[config.mk]
export PLATFORM = sky130hd
export DESIGN_NAME = pipe_hazard_ctrl_flat
export DESIGN_NICKNAME = d
export VERILOG_FILES = /design/src/rtl/pipe_hazard_ctrl_pkg.sv /design/src/rtl/pipe_hazard_ctrl_if.sv /design/src/rtl/pipe_hazard_ctrl_hazard_detect.sv /design/src/rtl/pipe_hazard_ctrl.sv /design/src/flat_wrapper.sv
export SDC_FILE = /design/constraint.sdc
export NUM_CORES = 1
export LEC_CHECK = 0
export ABC_AREA = 1
export CELL_PAD_IN_SITES_DETAIL_PLACEMENT = 1
export CELL_PAD_IN_SITES_GLOBAL_PLACEMENT = 1
export CORE_ASPECT_RATIO = 0.9
export CORE_MARGIN = 5
export CORE_UTILIZATION = 40
export CTS_BUF_LIST = sky130_fd_sc_hd__clkbuf_4
export CTS_CLUSTER_SIZE = 12
export DETAILED_ROUTE_END_ITERATION = 8
export PLACE_DENSITY = 0.89
export SLEW_MARGIN = 30
export SYNTH_ARGS = -nofsm -noshare
export SYNTH_HDL_FRONTEND = slang
export SYNTH_SLANG_ARGS = --single-unit
[constraint.sdc]
create_clock -name i_clk -period 3.6 [get_ports i_clk]
set_input_delay 0.72 -clock i_clk [delete_from_list [all_inputs] [get_ports i_clk]]
set_output_delay 0.72 -clock i_clk [all_outputs]
set_load 0.02 [all_outputs]
[src/rtl/pipe_hazard_ctrl_pkg.sv]
// Shared types for the pipeline hazard controller: FSM state encoding and the
// per-stage enable/flush bundle with its fixed decode patterns.
package pipe_ctrl_pkg;

   localparam int unsigned REG_ADDR_W = 5;

   typedef enum logic [1:0] {
      HOLD     = 2'd0,
      RUN      = 2'd1,
      MEM_WAIT = 2'd2
   } ctrl_state_e;

   typedef struct packed {
      logic pc_en;
      logic if_id_en;
      logic id_ex_en;
      logic ex_mem_en;
      logic mem_wb_en;
      logic if_id_flush;
      logic id_ex_flush;
      logic ex_mem_flush;
      logic mem_wb_flush;
   } stage_ctrl_t;

   localparam stage_ctrl_t CTRL_HOLD     = 9'b00000_1111;
   localparam stage_ctrl_t CTRL_RUN      = 9'b11111_0000;
   localparam stage_ctrl_t CTRL_FREEZE   = 9'b00000_0001;
   localparam stage_ctrl_t CTRL_REDIRECT = 9'b11111_1100;
   // Bubble into ID/EX; the flush wins over its enable.
   localparam stage_ctrl_t CTRL_LOADUSE  = 9'b00111_0100;
   localparam stage_ctrl_t CTRL_ABANDON  = 9'b11111_0010;

endpackage

[src/rtl/pipe_hazard_ctrl_if.sv]
// Hazard-controller bus: pipeline status in, stage controls out.
// Counter outputs exist only when PIPE_HAZARD_CTRL_PERF_EN is defined.
interface pipe_hazard_ctrl_if
   import pipe_ctrl_pkg::*;
#(
   parameter int unsigned P_CNT_W = 32
);

   logic [REG_ADDR_W-1:0] i_id_rs1_addr;
   logic [REG_ADDR_W-1:0] i_id_rs2_addr;
   logic                  i_id_rs1_used;
   logic                  i_id_rs2_used;
   logic                  i_ex_mem_read;
   logic [REG_ADDR_W-1:0] i_ex_rd_addr;
   logic                  i_ex_redirect;
   logic                  i_mem_req;
   logic                  i_dmem_ready;

   logic o_pc_en;
   logic o_if_id_en, o_id_ex_en, o_ex_mem_en, o_mem_wb_en;
   logic o_if_id_flush, o_id_ex_flush, o_ex_mem_flush, o_mem_wb_flush;
   logic o_mem_fault;
   logic [1:0] o_state;

`ifdef PIPE_HAZARD_CTRL_PERF_EN
   logic [P_CNT_W-1:0] o_cnt_stall_mem, o_cnt_loaduse, o_cnt_flush;
`endif

   if (P_CNT_W < 1 || P_CNT_W > 64) begin : g_bad_cnt_w
      $error("P_CNT_W out of range");
   end

   modport master (
      output i_id_rs1_addr, i_id_rs2_addr, i_id_rs1_used, i_id_rs2_used,
      output i_ex_mem_read, i_ex_rd_addr, i_ex_redirect, i_mem_req, i_dmem_ready,
`ifdef PIPE_HAZARD_CTRL_PERF_EN
      input  o_cnt_stall_mem, o_cnt_loaduse, o_cnt_flush,
`endif
      input  o_pc_en, o_if_id_en, o_id_ex_en, o_ex_mem_en, o_mem_wb_en,
      input  o_if_id_flush, o_id_ex_flush, o_ex_mem_flush, o_mem_wb_flush,
      input  o_mem_fault, o_state
   );

   modport slave (
      input  i_id_rs1_addr, i_id_rs2_addr, i_id_rs1_used, i_id_rs2_used,
      input  i_ex_mem_read, i_ex_rd_addr, i_ex_redirect, i_mem_req, i_dmem_ready,
`ifdef PIPE_HAZARD_CTRL_PERF_EN
      output o_cnt_stall_mem, o_cnt_loaduse, o_cnt_flush,
`endif
      output o_pc_en, o_if_id_en, o_id_ex_en, o_ex_mem_en, o_mem_wb_en,
      output o_if_id_flush, o_id_ex_flush, o_ex_mem_flush, o_mem_wb_flush,
      output o_mem_fault, o_state
   );

endinterface

[src/rtl/pipe_hazard_ctrl_hazard_detect.sv]
// Combinational load-use comparator between the load in EX and the ID sources.
module hazard_detect
   import pipe_ctrl_pkg::*;
(
   input  logic [REG_ADDR_W-1:0] i_rs1_addr,
   input  logic [REG_ADDR_W-1:0] i_rs2_addr,
   input  logic                  i_rs1_used,
   input  logic                  i_rs2_used,
   input  logic                  i_ex_mem_read,
   input  logic [REG_ADDR_W-1:0] i_ex_rd_addr,
   output logic                  o_load_use
);

   // x0 is hardwired, so a load targeting it never produces a dependency.
   assign o_load_use = i_ex_mem_read && (i_ex_rd_addr != '0) &&
                       ((i_rs1_used && (i_rs1_addr == i_ex_rd_addr)) ||
                        (i_rs2_used && (i_rs2_addr == i_ex_rd_addr)));

endmodule

[src/rtl/pipe_hazard_ctrl.sv]
// Pipeline register sequencer: reset hold, load-use bubble, redirect flush and
// data-memory freeze with timeout. Optional counters: PIPE_HAZARD_CTRL_PERF_EN.
module pipe_hazard_ctrl
   import pipe_ctrl_pkg::*;
#(
   parameter int unsigned P_RESET_HOLD  = 4,
   parameter int unsigned P_MEM_TIMEOUT = 255,
   parameter int unsigned P_CNT_W       = 32
) (
   input  logic              i_clk,
   input  logic              i_arst_n,
   pipe_hazard_ctrl_if.slave bus
);

   localparam int unsigned WAIT_W = 16;

   if (P_RESET_HOLD < 1 || P_RESET_HOLD > 15) begin : g_bad_hold
      $error("P_RESET_HOLD out of range");
   end
   if (P_MEM_TIMEOUT < 1 || P_MEM_TIMEOUT > 65535) begin : g_bad_timeout
      $error("P_MEM_TIMEOUT out of range");
   end
   if (P_CNT_W < 1 || P_CNT_W > 64) begin : g_bad_cnt_w
      $error("P_CNT_W out of range");
   end

   ctrl_state_e       state_q, state_d;
   logic [3:0]        hold_q, hold_d;
   logic [WAIT_W-1:0] wait_q, wait_d;
   logic              fault_q, fault_d;
   logic              load_use, stall;
   stage_ctrl_t       run_ctrl, ctrl;

   hazard_detect u_hazard_detect (
      .i_rs1_addr    (bus.i_id_rs1_addr),
      .i_rs2_addr    (bus.i_id_rs2_addr),
      .i_rs1_used    (bus.i_id_rs1_used),
      .i_rs2_used    (bus.i_id_rs2_used),
      .i_ex_mem_read (bus.i_ex_mem_read),
      .i_ex_rd_addr  (bus.i_ex_rd_addr),
      .o_load_use    (load_use)
   );

   assign stall = bus.i_mem_req && !bus.i_dmem_ready;

   // Decode of an unstalled RUN cycle; redirect squashes the dependent instruction.
   always_comb begin
      run_ctrl = CTRL_RUN;
      if (bus.i_ex_redirect) begin
         run_ctrl = CTRL_REDIRECT;
      end else if (load_use) begin
         run_ctrl = CTRL_LOADUSE;
      end
   end

   always_comb begin
      state_d = state_q;
      hold_d  = hold_q;
      wait_d  = wait_q;
      fault_d = fault_q;
      ctrl    = CTRL_HOLD;
      unique case (state_q)
         HOLD: begin
            hold_d = hold_q + 4'd1;
            if (hold_q == 4'(P_RESET_HOLD - 1)) begin
               state_d = RUN;
               hold_d  = '0;
            end
         end
         RUN: begin
            if (stall) begin
               ctrl    = CTRL_FREEZE;
               state_d = MEM_WAIT;
               wait_d  = WAIT_W'(1);
            end else begin
               ctrl = run_ctrl;
            end
         end
         MEM_WAIT: begin
            if (bus.i_dmem_ready) begin
               ctrl    = run_ctrl;
               state_d = RUN;
            end else if (wait_q == WAIT_W'(P_MEM_TIMEOUT)) begin
               ctrl    = CTRL_ABANDON;
               fault_d = 1'b1;
               state_d = RUN;
            end else begin
               ctrl   = CTRL_FREEZE;
               wait_d = wait_q + WAIT_W'(1);
            end
         end
         default: state_d = HOLD;
      endcase
   end

   always_ff @(posedge i_clk or negedge i_arst_n) begin
      if (!i_arst_n) begin
         state_q <= HOLD;
         hold_q  <= '0;
         wait_q  <= '0;
         fault_q <= 1'b0;
      end else begin
         state_q <= state_d;
         hold_q  <= hold_d;
         wait_q  <= wait_d;
         fault_q <= fault_d;
      end
   end

   assign bus.o_pc_en        = ctrl.pc_en;
   assign bus.o_if_id_en     = ctrl.if_id_en;
   assign bus.o_id_ex_en     = ctrl.id_ex_en;
   assign bus.o_ex_mem_en    = ctrl.ex_mem_en;
   assign bus.o_mem_wb_en    = ctrl.mem_wb_en;
   assign bus.o_if_id_flush  = ctrl.if_id_flush;
   assign bus.o_id_ex_flush  = ctrl.id_ex_flush;
   assign bus.o_ex_mem_flush = ctrl.ex_mem_flush;
   assign bus.o_mem_wb_flush = ctrl.mem_wb_flush;
   assign bus.o_mem_fault    = fault_q;
   assign bus.o_state        = state_q;

`ifdef PIPE_HAZARD_CTRL_PERF_EN
   logic               resolving, evt_stall, evt_loaduse, evt_redirect;
   logic [P_CNT_W-1:0] cnt_stall_q, cnt_loaduse_q, cnt_flush_q;

   assign resolving    = ((state_q == RUN) && !stall) ||
                         ((state_q == MEM_WAIT) && bus.i_dmem_ready);
   assign evt_stall    = ((state_q == RUN) && stall) || (state_q == MEM_WAIT);
   assign evt_redirect = resolving && bus.i_ex_redirect;
   assign evt_loaduse  = resolving && !bus.i_ex_redirect && load_use;

   always_ff @(posedge i_clk or negedge i_arst_n) begin
      if (!i_arst_n) begin
         cnt_stall_q   <= '0;
         cnt_loaduse_q <= '0;
         cnt_flush_q   <= '0;
      end else begin
         if (evt_stall && !(&cnt_stall_q))     cnt_stall_q   <= cnt_stall_q + P_CNT_W'(1);
         if (evt_loaduse && !(&cnt_loaduse_q)) cnt_loaduse_q <= cnt_loaduse_q + P_CNT_W'(1);
         if (evt_redirect && !(&cnt_flush_q))  cnt_flush_q   <= cnt_flush_q + P_CNT_W'(1);
      end
   end

   assign bus.o_cnt_stall_mem = cnt_stall_q;
   assign bus.o_cnt_loaduse   = cnt_loaduse_q;
   assign bus.o_cnt_flush     = cnt_flush_q;
`endif

endmodule

[src/flat_wrapper.sv]
// flat-port wrapper written by rule: the top's interface ports become plain ports
module pipe_hazard_ctrl_flat import pipe_ctrl_pkg::*;
#(
   parameter int unsigned P_RESET_HOLD  = 4,
   parameter int unsigned P_MEM_TIMEOUT = 255,
   parameter int unsigned P_CNT_W       = 32
)
  (i_clk, i_arst_n, bus_i_id_rs1_addr, bus_i_id_rs2_addr, bus_i_id_rs1_used, bus_i_id_rs2_used, bus_i_ex_mem_read, bus_i_ex_rd_addr, bus_i_ex_redirect, bus_i_mem_req, bus_i_dmem_ready, bus_o_pc_en, bus_o_if_id_en, bus_o_id_ex_en, bus_o_ex_mem_en, bus_o_mem_wb_en, bus_o_if_id_flush, bus_o_id_ex_flush, bus_o_ex_mem_flush, bus_o_mem_wb_flush, bus_o_mem_fault, bus_o_state);
  pipe_hazard_ctrl_if #(.P_CNT_W(P_CNT_W)) bus_i ();
  input  logic i_clk;
  input  logic i_arst_n;
  input wire logic [$bits(bus_i.i_id_rs1_addr)-1:0] bus_i_id_rs1_addr;
  input wire logic [$bits(bus_i.i_id_rs2_addr)-1:0] bus_i_id_rs2_addr;
  input wire logic [$bits(bus_i.i_id_rs1_used)-1:0] bus_i_id_rs1_used;
  input wire logic [$bits(bus_i.i_id_rs2_used)-1:0] bus_i_id_rs2_used;
  input wire logic [$bits(bus_i.i_ex_mem_read)-1:0] bus_i_ex_mem_read;
  input wire logic [$bits(bus_i.i_ex_rd_addr)-1:0] bus_i_ex_rd_addr;
  input wire logic [$bits(bus_i.i_ex_redirect)-1:0] bus_i_ex_redirect;
  input wire logic [$bits(bus_i.i_mem_req)-1:0] bus_i_mem_req;
  input wire logic [$bits(bus_i.i_dmem_ready)-1:0] bus_i_dmem_ready;
  output wire logic [$bits(bus_i.o_pc_en)-1:0] bus_o_pc_en;
  output wire logic [$bits(bus_i.o_if_id_en)-1:0] bus_o_if_id_en;
  output wire logic [$bits(bus_i.o_id_ex_en)-1:0] bus_o_id_ex_en;
  output wire logic [$bits(bus_i.o_ex_mem_en)-1:0] bus_o_ex_mem_en;
  output wire logic [$bits(bus_i.o_mem_wb_en)-1:0] bus_o_mem_wb_en;
  output wire logic [$bits(bus_i.o_if_id_flush)-1:0] bus_o_if_id_flush;
  output wire logic [$bits(bus_i.o_id_ex_flush)-1:0] bus_o_id_ex_flush;
  output wire logic [$bits(bus_i.o_ex_mem_flush)-1:0] bus_o_ex_mem_flush;
  output wire logic [$bits(bus_i.o_mem_wb_flush)-1:0] bus_o_mem_wb_flush;
  output wire logic [$bits(bus_i.o_mem_fault)-1:0] bus_o_mem_fault;
  output wire logic [$bits(bus_i.o_state)-1:0] bus_o_state;
  assign bus_i.i_id_rs1_addr = bus_i_id_rs1_addr;
  assign bus_i.i_id_rs2_addr = bus_i_id_rs2_addr;
  assign bus_i.i_id_rs1_used = bus_i_id_rs1_used;
  assign bus_i.i_id_rs2_used = bus_i_id_rs2_used;
  assign bus_i.i_ex_mem_read = bus_i_ex_mem_read;
  assign bus_i.i_ex_rd_addr = bus_i_ex_rd_addr;
  assign bus_i.i_ex_redirect = bus_i_ex_redirect;
  assign bus_i.i_mem_req = bus_i_mem_req;
  assign bus_i.i_dmem_ready = bus_i_dmem_ready;
  assign bus_o_pc_en = bus_i.o_pc_en;
  assign bus_o_if_id_en = bus_i.o_if_id_en;
  assign bus_o_id_ex_en = bus_i.o_id_ex_en;
  assign bus_o_ex_mem_en = bus_i.o_ex_mem_en;
  assign bus_o_mem_wb_en = bus_i.o_mem_wb_en;
  assign bus_o_if_id_flush = bus_i.o_if_id_flush;
  assign bus_o_id_ex_flush = bus_i.o_id_ex_flush;
  assign bus_o_ex_mem_flush = bus_i.o_ex_mem_flush;
  assign bus_o_mem_wb_flush = bus_i.o_mem_wb_flush;
  assign bus_o_mem_fault = bus_i.o_mem_fault;
  assign bus_o_state = bus_i.o_state;
  pipe_hazard_ctrl #(.P_RESET_HOLD(P_RESET_HOLD), .P_MEM_TIMEOUT(P_MEM_TIMEOUT), .P_CNT_W(P_CNT_W)) u_core (.i_clk(i_clk), .i_arst_n(i_arst_n), .bus(bus_i));
endmodule
* Yosys cells after proc, flatten, opt, wreduce, memory -nomap -nowiden
Cells that the tools add are included.
** Operators by class
- Add/sub/neg operators :: 2
- $mul :: 0
- Div/mod/pow operators :: 0
- $lt $le $gt $ge :: 0
- Equality and inequality tests :: 11
- Shift-type cells :: 0
- Muxes and demuxes :: 16
- Bitwise gates (word level) :: 1
- Reductions and logical operators :: 13
** Operator list (count)
- 2-to-1 mux 16 bit :: 3
- 2-to-1 mux 9 bit :: 5
- one-hot mux 16 bit (2 select lines) :: 1
- one-hot mux 9 bit (2 select lines) :: 1
- adder 16 x 1 -> 16 bit (second input constant) :: 1
- equality test 16 x 8 -> 1 bit (second input constant) :: 1
- equality test 5 bit :: 2
- 2-to-1 mux 2 bit :: 4
- one-hot mux 2 bit (3 select lines) :: 1
- AND reduction 3 bit :: 2
- logical AND 1 bit :: 5
- nonzero test 5 bit :: 1
- adder 4 x 1 -> 4 bit (second input constant) :: 1
- equality test 4 x 2 -> 1 bit (second input constant) :: 1
- 2-to-1 mux 4 bit :: 1
- inequality test 2 x 1 -> 1 bit (second input constant) :: 2
- inequality test 2 bit (second input constant) :: 2
- AND reduction 4 bit :: 1
- inequality test 3 x 2 -> 1 bit (second input constant) :: 1
- equality test 2 x 1 -> 1 bit (second input constant) :: 1
- equality test 2 bit (second input constant) :: 1
- logical NOT 2 bit :: 1
- nonzero test 2 bit :: 1
- logical NOT 1 bit :: 1
- 2 further kinds :: 2
** Word-level totals
- Register bits :: 23
- Bits in latches :: 0
- RAM bits :: 0
- ROM bits :: 0
- Input bits :: 23
- Logic and storage cells :: 47
- Memories :: 0

* Logic depth before layout (Yosys ltp)
- Depth after elaboration :: 8
- Gate-level depth with buffers :: 10
- Mapped depth without buffers :: 9

* Cells and area by module
From an unflattened synthesis, not the netlist that was laid out.
** Unflattened totals
- Cells, all modules :: 276
- Area, all modules :: 1865.5 um2
** Modules (own cells, without submodules)
- pipe_hazard_ctrl :: instances 1, cells an instance 222, area each 1649.1 um2, seq. area each 575.6 um2
- hazard_detect :: instances 1, cells an instance 54, area each 216.5 um2, seq. area each 0.0 um2

* Least setup slack after synthesis
OpenSTA, ideal clock, no wires.
- Path type :: flip-flop to output port
- From :: register u_core.state_q[0] (netlist: u_core.bus.o_state[0])
- To :: output bus_o_pc_en
- Arrival :: 2.180 ns
- Setup slack :: 0.700 ns
- Stages on the path, launching flop included :: 10
- Path buffers :: 1
- Path through :: dfrtp_1 > inv_1 > ha_1 > inv_2 > o21ai_1 > inv_1 > a21oi_1 > nand2_1 > nand2_1 > buf_4
** Between the ends
- Longest elaborated chain between the ends :: 2
- Elaborated cells on any way between the ends :: 3
- Those cells by class :: eq/ne (2); mux (1)
** RTL lines
- from (decl) :: line pipe_hazard_ctrl.sv:27 : ctrl_state_e state_q, state_d;
- from (signal assigned) :: line pipe_hazard_ctrl.sv:103 : state_q <= state_d;
- equality test 2 bit / equality test 2 x 1 -> 1 bit (equally long branches) :: line pipe_hazard_ctrl.sv:62 : unique case (state_q)
- one-hot mux 9 bit (2 select lines) (*) :: line pipe_hazard_ctrl.sv:62
- to (decl) :: line flat_wrapper.sv:21 : output wire logic [$bits(bus_i.o_pc_en)-1:0] bus_o_pc_en;
Every way passes the cells marked *; elsewhere a longest branch is shown, timed or not.

* Worst setup path after layout
- From :: input bus_i_dmem_ready
- To :: output bus_o_if_id_en
** Between the ends
- Longest elaborated chain between the ends :: 4
- Elaborated cells on any way between the ends :: 5
- Those cells by class :: mux (3); reduce/logical (2)
** RTL lines
- from (decl) :: line flat_wrapper.sv:20 : input wire logic [$bits(bus_i.i_dmem_ready)-1:0] bus_i_dmem_ready;
- logical NOT 1 bit :: line pipe_hazard_ctrl.sv:44 : assign stall = bus.i_mem_req && !bus.i_dmem_ready;
- logical AND 1 bit :: line pipe_hazard_ctrl.sv:44
- 2-to-1 mux 9 bit :: line pipe_hazard_ctrl.sv:71 : if (stall) begin
- one-hot mux 9 bit (2 select lines) (*) :: line pipe_hazard_ctrl.sv:62
- to (decl) :: line flat_wrapper.sv:22 : output wire logic [$bits(bus_i.o_if_id_en)-1:0] bus_o_if_id_en;
Marks and branches as above.

==> qor.yml <==
syn_inst: 268
antennaDiodeCount: 0
layout_commonest_cell: "nand2_1"
swShare_pct: 46.9
die_w_um: 79.6
first_iter_violations: 81
n_fill_cell: 576
crit_path_end_kind: "output pin"
regArea_um2: 576
finalClockSkew_ns: 0.00185
finalSetupViolations: 0
period_minus_slack_ns: 3.39
peakVddDrop_uv: 254
finalSetupTns_ns: 0
final_max_slew_viol_count: 0
io_buffers: 34
clkPwrFrac_pct: 11.8
power_density_nw_per_um2: 515
core_um2: 4160
clock-sinks: 23
clk_pin_slew_ns: 0.14
drc: 0
critPathRequiredTime_ns: 2.88
fin_crit_sh_pct: 94.2
cp_max_fo: 5
htree_levels: 1
die_h_um: 72.6
path_cells: "clkdlybuf4s50_1 -> inv_1 -> o21ai_1 -> inv_1 -> a21oi_2 -> nand2_1 -> nand2_1 -> clkdlybuf4s50_1"
vias: 1750
hp-class: "primary input to async pin"
drt-total-wl_um: 4490
internal_power_mw: 0.589
cts_resized: 0
comb_power_share_pct: 58.9
wire_per_inst_um: 12.4
clockRootBuffer: "clkbuf_4"
worst_pin_slew_ns: 0.529
status: "finished, final reports clean"
final_cell_mix: "nand2_1, nor2_1, inv_1, clkdlybuf4s50_1, dfrtp_1"
synthDistinctLibCells: 26
multi_input_area_um2: 988
cts_tree: "yes"
grt_pass1_vias: 1767
rows: 22
ioPinCount: 35
start_util_pct: 42.0
leakage_nw: 1.02
syn-num-nets: 297
grt_usage_pct: 17.6
ant_nets: 0
syn_area_um2: 1740
drive_gt1_share_pct: 5.30
finalInstanceArea_um2: 2150
clk_latency_ns: 0.33
vias_per_cell: 4.83
critical_path_class: "primary input to output pin"
p_switching_mw: 0.520
nets: 332
synth_seq_cells: 23
maxCapViolations: 0
dpl-instance-area_um2: 2120
syn2layout_area_growth_pct: 23.5
arrival_ns: 2.67
cts-buffers-inserted: 3
yosysWarnings: 0
clock_path_buffers: 2
rsz0062_at_grt: "false"
timing.slew.headroom_pct: 64.7
postCtsSetupBuffers: 0
place_congestion: 0.783
p_total_mw: 1.11
hold_violations: 0
synth.avg_cell_area_um2: 6.51
cp_slowest_cell: "clkdlybuf4s50_1"
dieArea_um2: 5780
seqPwrFrac_pct: 29.3
max_freq_mhz: 295
yosysSeqAreaShare_pct: 33.0
grt_max_degree: 25
grt_pass1_wl_um: 8050
hpwl_um: 3660
start_kind: "primary input"
crit_path_max_incr_delay_ns: 0.61
drtPass1Iterations: 4
ctsHoldBuffers: 0
globalRouteOverflowTotal: 0
grt_antenna_before_repair: 0
## metrics by stage
stage	worst slack, ns	std cells	util, %	hold WS [ns]
finish	0.207	362	51.8	0.339
global route	0.0122	362	51.8	0.371
CTS	0.104	362	51.7	0.354
detailed placement	0.126	358	51.0	0.469
global placement	0.276	358	51.1	0.455
floorplan	0.700	268	-	0.424
## registers in the layout, indices dropped and copies added, names as in the netlist
signal and count:
u_core.bus.o_state 2, u_core.bus.o_mem_fault 1, u_core.hold_q 4, u_core.wait_q 16
## final timing paths
path / from / to / slack [ns] / depth (start not counted)
worst max-delay path: bus_i_dmem_ready / bus_o_if_id_en / 0.21 / 8
min in group i_clk: u_core.bus.o_mem_fault / u_core.bus.o_mem_fault / 0.50 / 1
worst min register to register: u_core.bus.o_mem_fault / u_core.bus.o_mem_fault / 0.50 / 1
max in group asynchronous: i_arst_n / u_core.wait_q[12] / 2.91 / 1
worst max register to register: u_core.bus.o_state[0] / u_core.wait_q[2] / 1.69 / 10
worst min-delay path: i_arst_n / u_core.hold_q[2] / 0.34 / 1
## worst max-delay path: cells and delay by family
| family | cells | cell delay, ns |
|---|---|---|
| AOI/OAI and AO/OA | 2 | 0.42 |
| buffers and inverters | 4 | 1.37 |
| and+or+nand+nor | 2 | 0.16 |
## per-layer routing
layer / GRT usage (%) / routed length [um] / up-vias
met5: 0 / 0 / -
met4: 5.15 / 65 / 0
met3: 2.22 / 72 / 5
met2: 33.0 / 2290 / 16
met1: 21.0 / 2060 / 820
li1: - / - / 909
## cells in the mapped netlist
cell,number,area [um^2]
nor3_1,2,10.0
xnor2_1,2,17.5
inv_1,34,128
nand4_1,7,43.8
o21bai_1,2,15.0
nand2_4,1,11.3
dfrtp_1,23,576
and2_1,1,6.26
clkbuf_1,1,3.75
ha_1,6,75.1
inv_2,2,7.51
o22ai_1,1,6.26
o21ai_2,1,8.76
nor2_1,36,135
o32a_1,1,10.0
buf_6,2,22.5
nand3_1,19,95.1
nand2_1,92,345
buf_4,3,22.5
a21oi_1,3,15.0
o21ai_0,11,55.1
nand3_2,2,20.0
nor3_4,1,16.3
xor2_1,6,52.6
o21ai_1,8,40.0
or2_2,1,6.26
## cell families after synthesis
logic type                 count (synthesis)  synth area share, %
DFF                                       23                 33.0
buffers and inverters                     42                 10.5
and+or+nand+nor                          162                 39.5
AOI/OAI and AO/OA                         27                 8.61
xor gates and xnor gates                   8                 4.02
adders and majority gates                  6                 4.30
## power groups by stage
stage | Sequential [mW] | Combinational [mW] | Clock (mW)
final | 0.324 | 0.653 | 0.131
after CTS | 0.325 | 0.661 | 0.136
after floorplan | 0.334 | 0.423 | 0
after detailed placement | 0.330 | 0.657 | 0
after global placement | 0.329 | 0.638 | 0
after global routing | 0.331 | 0.718 | 0.146
## final cells by class
cell class                 instances  area share, %
timing repair buffer              36           16.3
clock buffer                       3           1.05
tap                               60           3.48
sequential                        23           26.7
multi-input combinational        203           45.9
inverter                          36           6.27
clock inverter                     1          0.348
No activity file was read; power rests on OpenSTA's default activity.
